<file path="src/rtl/dtree_seq_engine.sv">
// Time-multiplexed decision-tree classifier: walks a programmable node table
// one node per clock and returns the class of the leaf it reaches, or an abort.
module dtree_seq_engine #(
    parameter int N_FEAT    = 5,
    parameter int FEAT_W    = 8,
    parameter int FIDX_W    = 3,
    parameter int NODE_AW   = 4,
    parameter int N_NODES   = 15,
    parameter int CLASS_W   = 3,
    parameter int MAX_DEPTH = 8
) (
    input  logic                                  clk,
    input  logic                                  rst_n,
    input  logic                                  cfg_we,
    input  logic [NODE_AW-1:0]                    cfg_addr,
    input  logic [FIDX_W+FEAT_W+2*NODE_AW:0]      cfg_wdata,
    output logic                                  cfg_ack,
    input  logic                                  in_valid,
    output logic                                  in_ready,
    input  logic [N_FEAT*FEAT_W-1:0]              in_feat,
    output logic                                  out_valid,
    input  logic                                  out_ready,
    output logic [CLASS_W-1:0]                    out_class,
    output logic                                  out_err
);

    localparam int WORD_W     = 1 + FIDX_W + FEAT_W + 2 * NODE_AW;
    localparam int NODE_DEPTH = 2 ** NODE_AW;
    localparam int DEPTH_W    = $clog2(MAX_DEPTH + 1);

    localparam logic [DEPTH_W-1:0] DEPTH_LAST = DEPTH_W'(MAX_DEPTH - 1);
    localparam logic [FIDX_W:0]    FEAT_LIMIT = (FIDX_W + 1)'(N_FEAT);
    localparam logic [NODE_AW:0]   NODE_LIMIT = (NODE_AW + 1)'(N_NODES);

    localparam logic [1:0] ST_IDLE = 2'd0;
    localparam logic [1:0] ST_EVAL = 2'd1;
    localparam logic [1:0] ST_DONE = 2'd2;

    logic [1:0]              state;
    logic [NODE_AW-1:0]      ptr;
    logic [DEPTH_W-1:0]      depth;
    logic [N_FEAT*FEAT_W-1:0] feat_reg;
    logic [WORD_W-1:0]       node_mem [NODE_DEPTH];

    // Decoded fields of the node currently addressed by ptr.
    logic [WORD_W-1:0]  node_word;
    logic               node_internal;
    logic [FIDX_W-1:0]  node_fidx;
    logic [FEAT_W-1:0]  node_thr;
    logic [NODE_AW-1:0] node_left;
    logic [NODE_AW-1:0] node_right;
    logic [FEAT_W-1:0]  feat_sel;
    logic [NODE_AW-1:0] child;
    logic               node_err;

    assign node_word     = node_mem[ptr];
    assign node_internal = node_word[WORD_W-1];
    assign node_fidx     = node_word[WORD_W-2 -: FIDX_W];
    assign node_thr      = node_word[2*NODE_AW +: FEAT_W];
    assign node_left     = node_word[NODE_AW +: NODE_AW];
    assign node_right    = node_word[0 +: NODE_AW];

    // NOTE: default assignment first so every path writes feat_sel and no latch is inferred.
    always_comb begin
        feat_sel = '0;
        for (int i = 0; i < N_FEAT; i++) begin
            if (node_fidx == FIDX_W'(i)) feat_sel = feat_reg[i*FEAT_W +: FEAT_W];
        end
    end

    assign child    = (feat_sel <= node_thr) ? node_left : node_right;
    assign node_err = (depth == DEPTH_LAST)
                   || ({1'b0, child} >= NODE_LIMIT)
                   || ({1'b0, node_fidx} >= FEAT_LIMIT);

    // A config write in the same cycle takes priority over a new vector.
    assign in_ready = (state == ST_IDLE) && !cfg_we;

    always_ff @(posedge clk) begin
        if (!rst_n) begin
            state     <= ST_IDLE;
            ptr       <= '0;
            depth     <= '0;
            feat_reg  <= '0;
            out_valid <= 1'b0;
            out_class <= '0;
            out_err   <= 1'b0;
            cfg_ack   <= 1'b0;
            // NOTE: the node table is flop-based and cleared on reset so an unprogrammed table is a class-0 leaf.
            for (int i = 0; i < NODE_DEPTH; i++) node_mem[i] <= '0;
        end else begin
            cfg_ack <= 1'b0;
            case (state)
                ST_IDLE: begin
                    if (cfg_we) begin
                        node_mem[cfg_addr] <= cfg_wdata;
                        cfg_ack            <= 1'b1;
                    end else if (in_valid) begin
                        feat_reg <= in_feat;
                        ptr      <= '0;
                        depth    <= '0;
                        state    <= ST_EVAL;
                    end
                end
                ST_EVAL: begin
                    if (!node_internal) begin
                        out_class <= node_thr[CLASS_W-1:0];
                        out_err   <= 1'b0;
                        out_valid <= 1'b1;
                        state     <= ST_DONE;
                    end else if (node_err) begin
                        out_class <= '0;
                        out_err   <= 1'b1;
                        out_valid <= 1'b1;
                        state     <= ST_DONE;
                    end else begin
                        ptr   <= child;
                        depth <= depth + 1'b1;
                    end
                end
                ST_DONE: begin
                    if (out_ready) begin
                        out_valid <= 1'b0;
                        state     <= ST_IDLE;
                    end
                end
                default: state <= ST_IDLE;
            endcase
        end
    end

endmodule

</file>
<file path="config.mk">
export PLATFORM = sky130hd
export DESIGN_NAME = dtree_seq_engine
export DESIGN_NICKNAME = d
export VERILOG_FILES = /design/src/rtl/dtree_seq_engine.sv
export SDC_FILE = /design/constraint.sdc
export NUM_CORES = 1
export LEC_CHECK = 0
export ABC_AREA = 1
export BUFFER_PORTS_ARGS = -buffer_cell sky130_fd_sc_hd__buf_4
export CORE_MARGIN = 10
export CORE_UTILIZATION = 30
export DETAILED_ROUTE_END_ITERATION = 8
export SLEW_MARGIN = 20
export SYNTH_ARGS = -nofsm -noshare
export SYNTH_HDL_FRONTEND = slang
export SYNTH_SLANG_ARGS = --single-unit
</file>
<file path="constraint.sdc">
create_clock -name clk -period 3.5 [get_ports clk]
set_input_delay 0.7 -clock clk [delete_from_list [all_inputs] [get_ports clk]]
set_output_delay 0.7 -clock clk [all_outputs]
set_load 0.005 [all_outputs]
</file>
==> flow_metrics.env, run 1 <==
export IMPL_dieArea_mm2=0.0671
export IMPL_hold_viol=0
export IMPL_violations="negative setup slack"
export IMPL_grt_pass1_wl_mm=78.2
export IMPL_core_area_mm2=0.0565
export IMPL_drive_gt1_frac=0.149
export IMPL_ir_worst_vdd_uv=266
export IMPL_ys_warn_count=0
export IMPL_pre_cts_ws_ns=-0.277
export IMPL_syn_num_nets=1890
export IMPL_pin_count=76
export IMPL_dp_hpwl_mm=31.6
export IMPL_cts_made_buffers=40
export IMPL_crit_fanout=11
export IMPL_power_total_uw=10200
export IMPL_critical_path_top_delay_family="simple AND/OR/NAND/NOR gates"
export IMPL_cap_violations=0
export IMPL_largest_reg_flops=320
export IMPL_setup_violations=19
export IMPL_ys_types=37
export IMPL_syn2layout_area_growth_pct=19.4
export IMPL_r2r_cells=33
export IMPL_crit_path_top_delay_cell="dfxtp_4"
export IMPL_max_slew_worst_pin_slew_ns=0.783
export IMPL_grt_start_max_net_pins=62
export IMPL_final_cell_mix="nor2_1, edfxtp_1, nand2_1, buf_4, nand3_1"
export IMPL_rows=87
export IMPL_synth_area_top_cells="edfxtp_1, nor2_1, dfxtp_1, nand2_1, nand3_1"
export IMPL_first_global_vias=13400
export IMPL_fin_worst_skew_ns=0.0222
export IMPL_period_share=1.06
export IMPL_final_common_cell="nor2_1"
export IMPL_cts_root_buf="clkbuf_16"
export IMPL_synth_seq_cells=380
export IMPL_path_buf_inv=7
export IMPL_fin_util=0.362
export IMPL_yosysTopAreaCell="edfxtp_1"
export IMPL_arrival_ns=4.17
export IMPL_track_usage=0.150
export IMPL_critPathLaunchType="flip-flop"
export IMPL_end_kind="flip-flop"
export IMPL_dieWidth_um=259
export IMPL_synth_top_area_share=0.561
export IMPL_hold_class="in2reg"
export IMPL_path_depth=33
export IMPL_synthesis_area_mm2=0.0171
export IMPL_slew_viol_final=0
export IMPL_nets=1983
export IMPL_clock_sinks=380
export IMPL_whs_ns=0.401
export IMPL_crit_top_cell="nand2_1"
export IMPL_syn_area_per_cell_um2=9.46
export IMPL_wl_per_cell_um=19.0
export IMPL_design_area_mm2=0.0205
export IMPL_clk_path_buf_depth=3
export IMPL_place_congestion=0.871
export IMPL_holdPathStages=3
export IMPL_clk_latency_ns=0.56
export IMPL_clkTransAtPathRegs_ns=0.06
export IMPL_grt_ovfl_total=0
export IMPL_power_density_mw_per_mm2=498
export IMPL_drt_iter0_markers=1170
export IMPL_cts_tree="built"
export IMPL_io_buffer_count=75
export IMPL_drc_errors=0
export IMPL_die_h_um=259
export IMPL_htreeDepth=2
export IMPL_initial_core_util=0.303
export IMPL_max_freq_ghz=0.271
export IMPL_grt_antenna_before_repair=4
export IMPL_ys_seq_area_frac=0.631
export IMPL_dr_pass1_iters=7
export IMPL_layout_setup_ws_ns=-0.193
export IMPL_slowest_delay_ns=0.41
export IMPL_period_needed_ns=3.69
export IMPL_power_leakage_uw=0.00821
export IMPL_required_ns=3.97
export IMPL_ant_nets=0
export IMPL_crit_type="reg2reg"
export IMPL_status="complete, but fails checks"
export IMPL_relSlewSlack=0.477
export IMPL_via_per_inst=5.00
export IMPL_rsz0062_at_grt="true"
export IMPL_vias=13500
export IMPL_syn_inst=1812
export IMPL_wirelength_mm=51.0
export IMPL_dpl_instance_area_mm2=0.0188
cell families after synthesis:
group                      Yosys count  synth area share
AOI/OAI and AO/OA                  201            0.0677
DFF                                380             0.631
buffers and inverters              208            0.0542
adders and majority gates            9           0.00657
and+or+nand+nor                   1014             0.241
cell type report:
class / count / area [um^2]
Fill cell: 5620 / 36000
Sequential cell: 380 / 10800
Multi-Input combinational cell: 1226 / 5580
Timing Repair Buffer: 182 / 1650
Clock buffer: 58 / 1090
Tap cell: 756 / 946
Inverter: 74 / 295
Clock inverter: 10 / 67.6
Timing Repair inverter: 1 / 8.76
Antenna cell: 2 / 5.00
tightest hold or removal path, cell delays in order:
cell and delay (ns):
buf_4 0.08, o21ai_0 0.07, nor2_1 0.07
cell usage after synthesis (all sizes together):
library cell and n:
a21boi 2, a21o 1, a21oi 26, a31o 1, buf 44, clkbuf 90, clkinv 1, dfxtp 60
edfxtp 320, ha 9, inv 73, nand2 318, nand3 163, nand3b 2, nand4 2, nor2 521
nor3 8, o211ai 15, o21ai 123, o21bai 1, o221ai 25, o22ai 7
path summary, 6_finish.rpt:
path | end | slack [ns] | startpoint
max | flip-flop | -0.19 | flip-flop
min | feat_reg[29] | 0.40 | in_feat[29]
max reg2reg | flip-flop | -0.19 | flip-flop
min reg2reg | out_valid | 0.48 | out_valid
per-layer routing:
layer | track usage | vias up | routed length, um
li1 | - | 6261 | -
met1 | 0.188 | 6512 | 21100
met2 | 0.246 | 561 | 23900
met3 | 0.0307 | 120 | 4200
met4 | 0.0618 | 4 | 1730
met5 | 0 | - | 21
through the flow:
| step | instances | TNS, ns |
|---|---|---|
| 4_1_cts | 2683 | -0.855 |
| 3_5_place_dp | 2601 | -4.04 |
| 2_1_floorplan | 1812 | 0 |
| 3_3_place_gp | 2601 | -2.94 |
| 6_report | 2689 | -2.68 |
| 5_1_grt | 2687 | -7.56 |
power breakdown:
part           switching [uW]  internal (uW)
Clock                    1690           2220
Combinational             709            407
Sequential               76.6           5080
Total                    2480           7710
timing repair:
action	in CTS	in global routing
buffers inserted	9	4
pin swaps	41	20
cloned	6	0
endpoints found under the setup margin	19	19
hold buffers	0	0
gates resized for setup	48	19
No activity file was read; power rests on OpenSTA's default activity.
==> inputs of run 2 (changes only) <==
--- a/config.mk
+++ b/config.mk
@@ -8,7 +8,7 @@
 export ABC_AREA = 1
 export BUFFER_PORTS_ARGS = -buffer_cell sky130_fd_sc_hd__buf_4
 export CORE_MARGIN = 10
-export CORE_UTILIZATION = 30
+export CORE_UTILIZATION = 43
 export DETAILED_ROUTE_END_ITERATION = 8
 export SLEW_MARGIN = 20
 export SYNTH_ARGS = -nofsm -noshare
==> constraint.sdc (replaced) <==
create_clock -name clk -period 3.5 [get_ports clk]
set_input_delay 0.7 -clock clk [delete_from_list [all_inputs] [get_ports clk]]
set_output_delay 0.7 -clock clk [all_outputs]
set_load 0.1 [all_outputs]
==> run 2 against run 1 <==
The flow still finishes with violations (negative setup slack). Clock skew is 0.0040 ns lower. Critical path depth fell by 11. Critical path type unchanged. Wire length decreased by 4.4%. Highest routed layer is now met4. Combinational power about the same. Design area is 0.54% lower. Clock-buffer cell count shrank 3.
==> flow_metrics.env, run 2 (synthesized netlist as in run 1, its figures left out) <==
export IMPL_status="complete, but fails checks"
export IMPL_violations="negative setup slack"
export IMPL_slew_viol_final=0
export IMPL_vias=13300
export IMPL_placed_cells=2371
export IMPL_cts_made_buffers=40
export IMPL_drt_iter0_markers=1254
export IMPL_pre_cts_ws_ns=-0.197
export IMPL_end_kind="flip-flop"
export IMPL_power_density_mw_per_mm2=515
export IMPL_final_common_cell="nor2_1"
export IMPL_layout_setup_ws_ns=-0.0854
export IMPL_via_per_inst=5.39
export IMPL_wirelength_mm=48.8
export IMPL_holdCritStartpoint="in_feat[28]"
export IMPL_htreeDepth=2
export IMPL_wl_per_cell_um=19.8
export IMPL_num_antenna_cells=0
export IMPL_place_congestion=0.885
export IMPL_cts_tree="built"
export IMPL_setup_violations=13
export IMPL_track_usage=0.196
export IMPL_dieWidth_um=220
export IMPL_clkTransAtPathRegs_ns=0.06
export IMPL_max_freq_ghz=0.279
export IMPL_largest_reg_flops=320
export IMPL_fin_cells=2459
export IMPL_holdPathStages=3
export IMPL_clk_latency_ns=0.55
export IMPL_dpl_instance_area_mm2=0.0185
export IMPL_rows=73
export IMPL_clock_sinks=380
export IMPL_dp_hpwl_mm=30.8
export IMPL_endpoint="state[0]"
export IMPL_dieArea_mm2=0.0482
export IMPL_initial_core_util=0.433
export IMPL_cap_violations=0
export IMPL_dr_pass1_iters=5
export IMPL_grt_ovfl_total=0
export IMPL_rsz0062_at_grt="true"
export IMPL_design_area_mm2=0.0204
export IMPL_crit_fanout=10
export IMPL_hold_class="in2reg"
export IMPL_crit_type="reg2reg"
export IMPL_final_cell_mix="nor2_1, edfxtp_1, nand2_1, buf_4, nand3_1"
export IMPL_hold_viol=0
export IMPL_grt_start_max_net_pins=62
export IMPL_clk_path_buf_depth=3
export IMPL_fin_util=0.515
export IMPL_pin_count=76
export IMPL_rrSetupSlack_ns=-0.09
export IMPL_grt_pass1_wl_mm=73.4
export IMPL_io_buffer_count=75
export IMPL_drive_gt1_frac=0.166
export IMPL_arrival_ns=4.06
export IMPL_r2r_cells=22
export IMPL_grt_antenna_before_repair=0
export IMPL_relSlewSlack=0.477
export IMPL_ant_nets=0
export IMPL_max_slew_worst_pin_slew_ns=0.784
export IMPL_reg2reg_to="state[0]"
export IMPL_nFillCells=3543
export IMPL_ir_worst_vdd_uv=301
export IMPL_required_ns=3.98
export IMPL_first_global_vias=12900
export IMPL_nets=1982
export IMPL_critPathLaunchType="flip-flop"
export IMPL_die_h_um=220
export IMPL_cts_root_buf="clkbuf_16"
export IMPL_drc_errors=0
export IMPL_period_needed_ns=3.59
export IMPL_ctsHoldBuffers=0
export IMPL_period_share=1.02
export IMPL_power_leakage_uw=0.00828
export IMPL_syn2layout_area_growth_pct=18.8
export IMPL_core_area_mm2=0.0395
export IMPL_fin_worst_skew_ns=0.0182
-- run 2: metrics by stage --
stage	setup TNS, ns	hold WS [ns]	total power, uW
after floorplan	0	0.442	5830
after global placement	-0.139	0.455	6240
after detailed placement	-1.41	0.461	6260
after CTS	0	0.383	10400
after global routing	-5.16	0.411	10800
final	-0.595	0.408	10500
-- run 2: what timing repair did --
item                       in CTS  in global routing
setup endpoints to repair      18                 19
resized for setup              16                 82
setup buffers                   1                 11
gates cloned                    0                  6
pin swaps                       4                 39
-- run 2: critical path, cell delays in order (launching register included) --
cell and delay, ns:
dfxtp_4 0.36, buf_12 0.14, clkbuf_16 0.15, buf_4 0.14
buf_4 0.17, o21ai_0 0.16, o22ai_1 0.12, o211ai_1 0.33
nand2_1 0.15, inv_1 0.10, ha_1 0.26, a21o_1 0.22
nor2_4 0.14, nand2_2 0.07, nand2_2 0.11, nand3_2 0.09
nand2_1 0.09, nor2_2 0.04, nand2_2 0.10, nand3_4 0.16
buf_6 0.17, buf_4 0.12, a21oi_1 0.10
-- run 2: metal layers --
layer / up-vias / global-route usage / part of all wire
met4: 0 / 0.0671 / 0.029
met2: 536 / 0.328 / 0.48
li1: 6253 / - / -
met1: 6378 / 0.256 / 0.42
met5: - / 0 / 0
met3: 91 / 0.0284 / 0.073
-- run 2: worst min-delay path by stage --
stage | endpoint | slack [ns]
finish | feat_reg[28] | 0.41
global route | feat_reg[28] | 0.41
CTS | feat_reg[27] | 0.38
detailed placement | out_class[0] | 0.46
global placement | out_class[2] | 0.45
floorplan | flip-flop | 0.44
-- run 2: area by class of cell --
type,count,area (um^2),share of cell area
clock buffers,55,1140,0.0561
clock inverters,17,135,0.00664
inverters,74,295,0.0145
multi-input cells,1225,5700,0.280
flip-flops and latches,380,10800,0.532
well taps,525,657,0.0323
repair buffers,181,1580,0.0776
repair inverters,2,25.0,0.00123
-- run 2: report_power, final --
part | leakage (uW) | total, uW | internal (uW) | switching, uW
Clock | 0.000623 | 4190 | 2430 | 1760
Sequential | 0.00383 | 5160 | 5080 | 74.5
Combinational | 0.00383 | 1140 | 396 | 748
Total | 0.00828 | 10500 | 7910 | 2580
==> inputs of run 3 (changes only) <==
--- a/config.mk
+++ b/config.mk
@@ -6,10 +6,11 @@
 export NUM_CORES = 1
 export LEC_CHECK = 0
 export ABC_AREA = 1
-export BUFFER_PORTS_ARGS = -buffer_cell sky130_fd_sc_hd__buf_4
+export BUFFER_PORTS_ARGS = -buffer_cell sky130_fd_sc_hd__buf_2
 export CORE_MARGIN = 10
-export CORE_UTILIZATION = 43
+export CORE_UTILIZATION = 56
 export DETAILED_ROUTE_END_ITERATION = 8
+export PLACE_DENSITY = 0.76
 export SLEW_MARGIN = 20
 export SYNTH_ARGS = -nofsm -noshare
 export SYNTH_HDL_FRONTEND = slang
==> run 3 against run 2 <==
The flow still finishes with violations (negative setup slack). Critical path depth increased by 7. Register-to-register slack got worse by 0.04 ns. Sequential power about the same. Design area decreased by 2.2%. Die area decreased by 21%. Combinational power about the same. Non-clock buffer count decreased by 3. Power decreased by 1.7%. Flip-flop and latch count unchanged. Via count increased by 2.6%. Maximum frequency decreased by 1.0%. Worst setup slack got worse by 0.037 ns. Largest power group unchanged.
==> flow_metrics.env, run 3 (synthesized netlist as in run 1, its figures left out) <==
export IMPL_drive_gt1_frac=0.167
export IMPL_holdCritStartpoint="in_feat[29]"
export IMPL_dieArea_mm2=0.0380
export IMPL_required_ns=3.96
export IMPL_wl_per_cell_um=20.4
export IMPL_first_global_vias=13400
export IMPL_arrival_ns=4.08
export IMPL_htreeDepth=2
export IMPL_dieWidth_um=195
export IMPL_syn2layout_area_growth_pct=16.1
export IMPL_grt_antenna_before_repair=3
export IMPL_crit_top_cell="nand2_1"
export IMPL_vias=13600
export IMPL_largest_reg_flops=320
export IMPL_crit_fanout=8
export IMPL_whs_ns=0.410
export IMPL_grt_start_max_net_pins=62
export IMPL_cts_tree="built"
export IMPL_dr_pass1_iters=8
export IMPL_path_buf_inv=5
export IMPL_initial_core_util=0.572
export IMPL_ctsHoldBuffers=0
export IMPL_critPathLaunchType="flip-flop"
export IMPL_clock_sinks=380
export IMPL_violations="negative setup slack"
export IMPL_seq_area_mm2=0.0108
export IMPL_core_area_mm2=0.0300
export IMPL_ant_nets=0
export IMPL_power_leakage_uw=0.00818
export IMPL_final_common_cell="nor2_1"
export IMPL_clk_latency_ns=0.54
export IMPL_critical_path_top_delay_family="simple AND/OR/NAND/NOR gates"
export IMPL_slew_viol_final=0
export IMPL_cts_made_buffers=40
export IMPL_drt_iter0_markers=1592
export IMPL_crit_path_top_delay_cell="dfxtp_4"
export IMPL_pin_count=76
export IMPL_grt_pass1_wl_mm=72.0
export IMPL_cts_root_buf="clkbuf_16"
export IMPL_hold_class="in2reg"
export IMPL_drc_errors=0
export IMPL_via_per_inst=5.86
export IMPL_clkTransAtPathRegs_ns=0.06
export IMPL_grt_ovfl_total=0
export IMPL_clk_path_buf_depth=3
export IMPL_die_h_um=195
export IMPL_relSlewSlack=0.549
export IMPL_max_slew_worst_pin_slew_ns=0.675
export IMPL_ir_worst_vdd_uv=385
export IMPL_multi_input_area_mm2=0.00577
export IMPL_rsz0062_at_grt="true"
export IMPL_dp_hpwl_mm=28.7
export IMPL_io_buffer_count=75
export IMPL_nets=1978
export IMPL_setup_violations=18
export IMPL_place_congestion=0.932
export IMPL_rows=63
export IMPL_cap_violations=0
export IMPL_nFillCells=2255
export IMPL_slowest_delay_ns=0.46
export IMPL_power_total_uw=10300
export IMPL_final_cell_mix="nor2_1, edfxtp_1, nand2_1, nand3_1, o21ai_0"
export IMPL_layout_setup_ws_ns=-0.122
export IMPL_power_density_mw_per_mm2=518
export IMPL_wirelength_mm=47.3
export IMPL_period_needed_ns=3.62
export IMPL_max_freq_ghz=0.276
export IMPL_status="complete, but fails checks"
export IMPL_hold_viol=0
export IMPL_period_share=1.03
export IMPL_end_kind="flip-flop"
export IMPL_pre_cts_ws_ns=-0.0820
export IMPL_fin_worst_skew_ns=0.0182
export IMPL_track_usage=0.235
export IMPL_crit_type="reg2reg"
-- run 3: cell count changes in the layout (fill, tap and decap cells not counted), sizes merged --
cell      before  now
clkbuf        58   59
inv           76   74
clkinvlp       1    0
diode          0    2
nand3        163  164
buf          178  176
bufinv         2    1
-- run 3: report_power, final --
part / total (uW) / internal (uW) / switching [uW] / leakage [uW]
clock: 4000 / 2280 / 1720 / 0.000593
combinational: 1150 / 387 / 763 / 0.00375
sequential: 5160 / 5080 / 80.9 / 0.00383
-- run 3: layout make-up --
class                           count  area share
Antenna cell                        2    0.000251
Clock buffer                       57      0.0557
Clock inverter                     15     0.00490
Inverter                           74      0.0148
Multi-Input combinational cell   1226       0.290
Sequential cell                   380       0.543
Tap cell                          390      0.0245
Timing Repair Buffer              178      0.0666
-- run 3: what timing repair did --
| action | in CTS | in global routing |
|---|---|---|
| gates cloned | 3 | 2 |
| gates resized for setup | 28 | 80 |
| pin swaps | 7 | 23 |
| buffers inserted | 4 | 7 |
| setup endpoints to repair | 18 | 19 |
-- run 3: worst min-delay path: cells and delay by family --
| family | cells | cell delay [ns] |
|---|---|---|
| buf+inv | 1 | 0.07 |
| simple gates | 1 | 0.07 |
| compound gates | 1 | 0.07 |
-- run 3: final timing paths --
check | end | slack, ns | cells after the start
worst max register to register | flip-flop | -0.12 | 29
worst min register to register | out_class[1] | 0.46 | 2
worst max-delay path | flip-flop | -0.12 | 29
worst min-delay path | feat_reg[29] | 0.41 | 3
-- run 3: metrics by stage --
step / utilization / cell area (um^2) / cells / TNS, ns
6_report: 0.664 / 19900 / 2322 / -1.43
2_1_floorplan: - / 17100 / 1812 / 0
4_1_cts: 0.652 / 19500 / 2312 / -0.0262
5_1_grt: 0.664 / 19900 / 2321 / -5.85
3_5_place_dp: 0.605 / 18100 / 2234 / -0.577
3_3_place_gp: 0.605 / 18100 / 2234 / -0.00764
-- run 3: layer usage --
| layer | global-route usage | part of all wire |
|---|---|---|
| met1 | 0.292 | 0.38 |
| met5 | 0 | 0.00055 |
| met4 | 0.0851 | 0.030 |
| met2 | 0.393 | 0.49 |
| met3 | 0.0552 | 0.11 |
